`config.mk`:
```
export PLATFORM = sky130hd
export DESIGN_NAME = sub8_44_seq
export DESIGN_NICKNAME = d
export VERILOG_FILES = /design/src/rtl/sub8_44_pkg.sv /design/src/rtl/sub8_44_seq_sub4.sv /design/src/rtl/sub8_44_seq.sv
export SDC_FILE = /design/constraint.sdc
export NUM_CORES = 1
export LEC_CHECK = 0
export BUFFER_PORTS_ARGS = -buffer_cell sky130_fd_sc_hd__buf_2
export CAP_MARGIN = 10
export CORE_ASPECT_RATIO = 0.9
export CORE_MARGIN = 5
export CORE_UTILIZATION = 54
export CTS_CLUSTER_SIZE = 14
export DETAILED_ROUTE_END_ITERATION = 12
export PLACE_DENSITY_LB_ADDON = 0.3
export SLEW_MARGIN = 20
export SYNTH_ARGS = -nofsm -noshare
export SYNTH_HDL_FRONTEND = slang
export SYNTH_SLANG_ARGS = --single-unit
```
`constraint.sdc`:
```
create_clock -name clk -period 3.55 [get_ports clk]
set_input_delay 0.71 -clock clk [delete_from_list [all_inputs] [get_ports clk]]
set_output_delay 0.71 -clock clk [all_outputs]
set_load 0.02 [all_outputs]
```
`src/rtl/sub8_44_pkg.sv`:
```
// Shared definitions for the nibble-serial subtractor (sub8_44_seq).
//
// Contents:
//   sub_state_t      : controller state type (IDLE / RUN)
//   ST_IDLE, ST_RUN  : the same encodings as plain logic constants, used for
//                      the state register in the top
//   NIB_DEF          : default slice width processed per clock
//   sub_slice        : reference slice subtract, {b_out, d} = a - b - b_in
package sub8_44_pkg;

  typedef enum logic {
    IDLE = 1'b0,
    RUN  = 1'b1
  } sub_state_t;

  // Plain-constant view of sub_state_t, for the 1-bit state register.
  localparam logic [0:0] ST_IDLE = 1'b0;
  localparam logic [0:0] ST_RUN  = 1'b1;

  localparam int NIB_DEF = 4;

  // One-slice subtract at the default slice width. The sub4 slice uses the
  // same arithmetic, widened by one bit so that the borrow lands in the MSB.
  function automatic logic [NIB_DEF:0] sub_slice(
    input logic [NIB_DEF-1:0] a,
    input logic [NIB_DEF-1:0] b,
    input logic               b_in
  );
    sub_slice = {1'b0, a} - {1'b0, b} - {{NIB_DEF{1'b0}}, b_in};
  endfunction

endpackage

```
`src/rtl/sub8_44_seq_sub4.sv`:
```
// sub4: combinational NIB-bit subtract slice with borrow chain.
//
// Computes {b_out, D} = A - B - b_in, all unsigned. The top instantiates it
// once and feeds it a different slice of the captured operands on each pass.
//
// Ports:
//   A     in   NIB  minuend slice
//   B     in   NIB  subtrahend slice
//   b_in  in   1    borrow from the next-lower slice
//   D     out  NIB  difference slice
//   b_out out  1    borrow into the next-higher slice
module sub4
  import sub8_44_pkg::*;
#(
  parameter int NIB = NIB_DEF
) (
  input  logic [NIB-1:0] A,
  input  logic [NIB-1:0] B,
  input  logic           b_in,
  output logic [NIB-1:0] D,
  output logic           b_out
);

  logic [NIB:0] full;

  // The extra top bit goes to 1 exactly when A < B + b_in, which is the
  // borrow out of this slice.
  assign full  = {1'b0, A} - {1'b0, B} - {{NIB{1'b0}}, b_in};
  assign D     = full[NIB-1:0];
  assign b_out = full[NIB];

endmodule

```
`src/rtl/sub8_44_seq.sv`:
```
// sub8_44_seq: nibble-serial unsigned subtractor.
//
// Computes {Bout, diff} = A - B - Bin one NIB-bit slice per clock, LSB slice
// first. The borrow between slices is carried through a register. Operands
// are captured on an accepted start. Results are published all at once on
// the last slice, and they stay unchanged until the next publish.
//
// Handshake: start is sampled on a rising edge only while busy=0. An
// accepted start captures A/B/Bin on that edge. done is a one-cycle pulse
// in the cycle after the edge that publishes diff/Bout/zero. busy drops to 0
// during the final pass, so a start that is held high is taken on the same
// edge that publishes. Back-to-back operations therefore complete once every
// WIDTH/NIB cycles. While busy=1, start and the operand inputs are ignored,
// and no start is queued.
//
// Optional feature (macro SUB8_44_SATURATE_EN): when the result borrows,
// diff is published as 0 and zero as 1. Bout still reports the borrow.
// Without the macro, diff wraps modulo 2^WIDTH.
//
// Parameters:
//   WIDTH  operand/result width; must be a multiple of NIB
//   NIB    slice width processed per clock
//
// Ports:
//   clk    in   1      system clock, rising edge
//   rst    in   1      synchronous, active-high reset (aborts any operation)
//   start  in   1      operation request
//   A      in   WIDTH  minuend
//   B      in   WIDTH  subtrahend
//   Bin    in   1      borrow-in
//   busy   out  1      operation in progress, further starts not accepted
//   done   out  1      one-cycle pulse: diff/Bout/zero just updated
//   diff   out  WIDTH  registered result
//   Bout   out  1      registered borrow-out
//   zero   out  1      registered diff == 0 flag
module sub8_44_seq
  import sub8_44_pkg::*;
#(
  parameter int WIDTH = 8,
  parameter int NIB   = NIB_DEF
) (
  input  logic             clk,
  input  logic             rst,
  input  logic             start,
  input  logic [WIDTH-1:0] A,
  input  logic [WIDTH-1:0] B,
  input  logic             Bin,
  output logic             busy,
  output logic             done,
  output logic [WIDTH-1:0] diff,
  output logic             Bout,
  output logic             zero
);

  localparam int PASSES = WIDTH / NIB;
  localparam int IDX_W  = (PASSES > 1) ? $clog2(PASSES) : 1;
  localparam logic [IDX_W-1:0] IDX_LAST = IDX_W'(PASSES - 1);

  // Controller state and datapath registers.
  logic [0:0]       state_q;
  logic [IDX_W-1:0] idx_q;
  logic             borrow_q;
  logic [WIDTH-1:0] a_q;
  logic [WIDTH-1:0] b_q;
  logic [WIDTH-1:0] res_q;

  logic             running;
  logic             last_pass;
  logic             accept;

  logic [NIB-1:0]   a_slice;
  logic [NIB-1:0]   b_slice;
  logic [NIB-1:0]   d_slice;
  logic             b_slice_out;
  logic [WIDTH-1:0] res_next;
  logic [WIDTH-1:0] diff_pub;
  logic             zero_pub;

  assign running   = (state_q == ST_RUN);
  assign last_pass = running && (idx_q == IDX_LAST);
  // busy is already low during the final pass so that a new start can be
  // taken on the publishing edge.
  assign busy      = running && !last_pass;
  assign accept    = start && !busy;

  // Select the slice for the current pass from the captured operands.
  always_comb begin
    a_slice = a_q[int'(idx_q) * NIB +: NIB];
    b_slice = b_q[int'(idx_q) * NIB +: NIB];
  end

  sub4 #(
    .NIB (NIB)
  ) u_sub4 (
    .A     (a_slice),
    .B     (b_slice),
    .b_in  (borrow_q),
    .D     (d_slice),
    .b_out (b_slice_out)
  );

  // The result register with this pass's slice merged in. On the last pass
  // this is the complete difference, and it is published from here.
  always_comb begin
    res_next = res_q;
    res_next[int'(idx_q) * NIB +: NIB] = d_slice;
  end

  // Value and flag to publish. The borrow used is the one out of the final
  // slice, which is the overall borrow.
  always_comb begin
    diff_pub = res_next;
    zero_pub = (res_next == '0);
`ifdef SUB8_44_SATURATE_EN
    if (b_slice_out) begin
      diff_pub = '0;
      zero_pub = 1'b1;
    end
`endif
  end

  always_ff @(posedge clk) begin
    if (rst) begin
      state_q  <= ST_IDLE;
      idx_q    <= '0;
      borrow_q <= 1'b0;
      a_q      <= '0;
      b_q      <= '0;
      res_q    <= '0;
      diff     <= '0;
      Bout     <= 1'b0;
      zero     <= 1'b0;
      done     <= 1'b0;
    end else begin
      done <= 1'b0;

      if (running) begin
        res_q    <= res_next;
        borrow_q <= b_slice_out;
        idx_q    <= idx_q + 1'b1;
        if (last_pass) begin
          diff    <= diff_pub;
          Bout    <= b_slice_out;
          zero    <= zero_pub;
          done    <= 1'b1;
          state_q <= ST_IDLE;
        end
      end

      // Placed after the RUN update so that a start accepted on the
      // publishing edge takes priority over the return to IDLE.
      if (accept) begin
        a_q      <= A;
        b_q      <= B;
        borrow_q <= Bin;
        idx_q    <= '0;
        res_q    <= '0;
        state_q  <= ST_RUN;
      end
    end
  end

endmodule

```
### Word-level counts from Yosys, hierarchy flattened

Index checks and enable logic that the tools add are counted.

| storage, ports and cells | value |
|---|---|
| bits in registers | 38 |
| output and inout port bits | 12 |
| word-level logic and storage cells | 36 |

| cells by class | value |
|---|---|
| $add $sub $neg | 4 |
| shift operators | 4 |
| muxes and demuxes | 7 |
| bitwise logic cells | 1 |
| reduce and logical (&&, ||, !) cells | 10 |

Operators with widths:

| cell | count |
|---|---|
| 3-bit negator with 33-bit output | 1 |
| 4-bit by 33-bit variable shift with 8-bit output (first input constant) | 1 |
| 4-bit by 33-bit indexed part select with 8-bit output | 1 |
| 8-bit by 4-bit indexed part select with 4-bit output | 2 |
| 8-bit bitwise mux | 1 |
| 8-bit logical NOT | 1 |
| 1-bit two-way mux | 6 |
| 4-bit by 4-bit subtractor with 5-bit output | 1 |
| 5-bit by 1-bit subtractor with 5-bit output | 1 |
| 2-bit OR reduction | 2 |
| 1-bit logical AND | 3 |
| 1-bit logical NOT | 2 |
| 2-bit AND reduction | 1 |
| 2-bit nonzero test | 1 |
| 1-bit adder (second input constant) | 1 |
| 1-bit NOT | 1 |

### Depth between registers and ports, before layout

| depth | value |
|---|---|
| depth after elaboration | 6 |
| depth in mapped cells | 9 |
| gate-level depth less buffers | 8 |

### Cells and area by module

Synthesis repeated with hierarchy kept, for this count alone.

| unflattened totals | value |
|---|---|
| cell total of the unflattened synthesis | 188 |
| area, all modules | 1694.1 um2 |

By module, submodules not included:

| module | instances | cells an instance | area each (um2) |
|---|---|---|---|
| sub8_44_seq | 1 | 164 | 1486.4 |
| sub4 | 1 | 24 | 207.7 |

### Worst setup path before layout

Ideal clock, no wire load.

| timing path | value |
|---|---|
| path type | register to register |
| start | reg idx_q |
| end | reg zero |
| library setup time | 0.117 ns |
| data arrival time | 2.180 ns |
| path slack | 1.252 ns |
| stages on the path, launching flop included | 8 |
| path buffers | 1 |
| cell sequence | dfxtp_1 -> buf_4 -> mux2_2 -> fa_1 -> fa_1 -> xnor2_1 -> nor3_1 -> a32o_1 |

| on the way | value |
|---|---|
| cells in the longest elaborated chain, start to end | 6 |

Ends and longest elaborated chain:

| element | RTL line | source |
|---|---|---|
| start, declared | sub8_44_seq.sv:61 | `logic [IDX_W-1:0] idx_q;` |
| start signal, assigned | sub8_44_seq.sv:140 | `idx_q <= idx_q + 1'b1;` |
| 8-bit by 4-bit indexed part select with 4-bit output, on equally long branches | sub8_44_seq.sv:88, sub8_44_seq.sv:89 |  |
| 4-bit by 4-bit subtractor with 5-bit output | sub8_44_seq_sub4.sv:28 | `assign full = {1'b0, A} - {1'b0, B} - {{NIB{1'b0}}, b_in};` |
| 5-bit by 1-bit subtractor with 5-bit output | sub8_44_seq_sub4.sv:28 |  |
| 4-bit by 33-bit indexed part select with 8-bit output | sub8_44_seq.sv:106 | `res_next[int'(idx_q) * NIB +: NIB] = d_slice;` |
| 8-bit bitwise mux | sub8_44_seq.sv:106 |  |
| 8-bit logical NOT | sub8_44_seq.sv:113 | `zero_pub = (res_next == '0);` |
| end signal, assigned | sub8_44_seq.sv:144 | `zero <= zero_pub;` |
| end, declared | sub8_44_seq.sv:52 | `output logic zero` |

Parallel ways exist; a longest one is shown, timed or not.
A chain may end at the register's enable or synchronous reset.

### Worst setup path after layout

Ends and elaborated chain as after synthesis.

==> qor.csv <==
stage,metric,value,unit
status,outcome,"finished, final reports clean",
floorplan,die_y,59.6,um
clock_tree,clkTransAtPathRegs,0.11,ns
pwr,switching_power,230,uW
clock_tree,clkSinkCount,34,
logic_synthesis,synth_ff_type,dfxtp_1,
timing,timing.slew.headroom,63.5,%
logic_synthesis,syn_nets,202,
global_route,grt-ovfl-total,0,
logic_synthesis,ys_seq_elements,34,
route,vias_per_cell,5.29,
timing,hold_slack,0.456,ns
pwr,p_leak,0.712,nW
floorplan,io-pin-count,32,
floorplan,coreArea,2680,um2
setup_path,timing.critical_path.fanout_max,13,
clock_tree,postCtsSetupBuffers,0,
flow_run,cap_violations,0,
pwr,swShare,27.5,%
pwr,seqPwrFrac,49.9,%
clock_tree,cts_buffer_depth,2,
timing,period_minus_slack,2.59,ns
layout,area_growth,14.6,%
route,drt_iter0_drc,81,
logic_synthesis,syn_avg_cell_area,8.40,um2
clock_tree,cts_resized,0,
floorplan,dieArea,3880,um2
pwr,intPower,607,uW
timing,setup_tns,0,ns
logic_synthesis,async_flop_share,0,%
layout,drive_gt1_share,23.3,%
timing,timing.fmax,0.386,GHz
setup_path,reg2reg_depth,6,
timing,post-route-period-util,72.9,%
route,drt_wl_total,3.02,mm
route,drc,0,
floorplan,start_util,55.1,%
logic_synthesis,ys_seq_area_share,46.1,%
layout,final_util,63.2,%
layout,stdcell_area,1690,um2
setup_path,path_class,register to register,
floorplan,die_w,65.1,um
global_route,track_usage,17.3,%
setup_path,endpoint_kind,register,
pwr,max-vdd-ir-drop,0.000314,V
pwr,comb_power_share,16.9,%
setup_path,reg2reg_slack,0.96,ns
clock_tree,htree_num_levels,2,
clock_tree,postCtsHoldBufs,0,
logic_synthesis,synth_cell_types,31,
floorplan,num_rows,18,
timing,setup-violations-final,0,
pwr,power_per_cell_area,494,nW/um2
route,antenna_left,0,
clock_tree,cts_tree,built,
global_route,grt_pass1_wl,4.91,mm
placement,placed_cell_area,1620,um2
worst_hold_path,holdCritPathClass,register to register,
timing,rsz0062_at_grt,no,
global_route,grt_pass1_vias,1145,
clock_tree,root_buffer,clkbuf_4,
timing,tightest_slew,0.547,ns
layout,nFillCells,266,
logic_synthesis,synth_edf_count,0,
layout,num_antenna_cells,0,
setup_path,cp_data_arrival_time,2.84,ns
setup_path,required,3.81,ns
timing,finalMaxSlewViolations,0,
global_route,grt_max_degree,28,
clock_tree,clk_latency,0.35,ns
logic_synthesis,syn_area,1480,um2
route,post_drt_wl_per_cell,12.8,um
timing,hold_viol_final,0,
placement,io_buffers,31,
setup_path,start_kind,register,
pwr,pwr-share-clk,33.2,%
timing,clock_skew,0.0138,ns
clock_tree,cts_buffers,5,
layout,finalNetCount,231,
logic_synthesis,synth_cells,176,
global_route,antenna_found_initial,0,
worst_hold_path,holdPathStages,2,
route,vias,1249,
placement,place_hpwl,2.16,mm
logic_synthesis,synth-warning-count,0,
route,dr.pass1.iters,4,
placement,gp_congestion,0.837,
[state kept, by name (all words and copies together), names as in the netlist]
| name | flops |
|---|---|
| b_q | 8 |
| diff | 8 |
| borrow_q | 1 |
| idx_q | 1 |
| res_q | 4 |
| zero | 1 |
| done | 1 |
| a_q | 8 |
| Bout | 1 |
| running | 1 |
[cells in the mapped netlist (all sizes together) (3+ instances only)]
| cell | number | share of area [%] |
|---|---|---|
| a21oi | 27 | 9.1 |
| and2 | 3 | 1.3 |
| buf | 7 | 3.1 |
| dfxtp | 34 | 46 |
| ha | 4 | 3.4 |
| inv | 6 | 1.5 |
| mux2 | 4 | 3.0 |
| mux2i | 4 | 2.7 |
| nand2 | 49 | 13 |
| nor2 | 10 | 2.5 |
| o21ai | 5 | 1.9 |
| xnor2 | 3 | 1.8 |
[cell families (layout without fill, tap and decap cells)]
logic type               Yosys count  after routing  synth area share, %
XOR/XNOR                           3              3                 1.78
buffers and inverters             17             47                 5.67
AND/OR/NAND/NOR                   69             69                 20.1
adder cells (fa/ha/maj)            6              6                 6.10
AO/OA/AOI/OAI                     39             39                 14.6
multiplexers                       8              8                 5.76
flip-flops                        34             34                 46.1
[per-stage QoR]
stage	std cells	power, mW	worst slack, ns
global placement	228	0.560	1.06
finish	236	0.837	0.962
global route	236	0.876	0.799
CTS	236	0.842	0.938
floorplan	176	0.532	1.25
detailed placement	228	0.565	0.952
[layout make-up]
type	instances	area, um2	area share (%)
inverters	8	30.0	1.77
clock inverters	3	40.0	2.36
well taps	30	37.5	2.22
multi-input cells	125	713	42.1
repair buffers	31	155	9.16
flip-flops and latches	34	681	40.2
clock buffers	5	37.5	2.22
[cells in the final DEF, fill, tap and decap left out, types with 2 or more instances in the layout]
cell type  instances
mux2_2             4
mux2i_1            4
inv_1              6
buf_2             31
nand2_1           47
nor2_1            10
a31oi_1            2
a211oi_1           2
fa_1               2
a21oi_1           27
nand2_2            2
o21ai_0            4
and2_1             3
ha_1               4
xnor2_1            3
clkinv_2           2
clkinv_1           2
clkbuf_4           5
dfxtp_1           34
[power groups by stage]
stage / clock network (mW) / logic [mW] / registers, mW
2_1_floorplan: 0 / 0.109 / 0.423
5_1_grt: 0.296 / 0.160 / 0.420
4_1_cts: 0.283 / 0.141 / 0.418
3_5_place_dp: 0 / 0.139 / 0.426
6_report: 0.278 / 0.141 / 0.417
3_3_place_gp: 0 / 0.135 / 0.426
[worst paths after layout]
path                start      end
setup / recovery    idx_q     zero
hold / removal    diff[0]  diff[0]
setup reg to reg    idx_q     zero
hold reg to reg   diff[0]  diff[0]
[worst max-delay path, stage by stage (launching register included)]
cell     delay (ns)
dfxtp_1        0.68
mux2_2         0.41
fa_1           0.43
fa_1           0.41
xnor2_1        0.25
nor3_1         0.10
a32o_1         0.21
[metal layers]
metal	global-route usage (%)	vias to the layer above	wire length [um]
li1	-	642	-
met1	18.7	563	1310
met2	28.4	38	1450
met3	7.40	6	192
met4	10.4	0	59
met5	0	-	0
No activity file was read; power rests on OpenSTA's default activity.
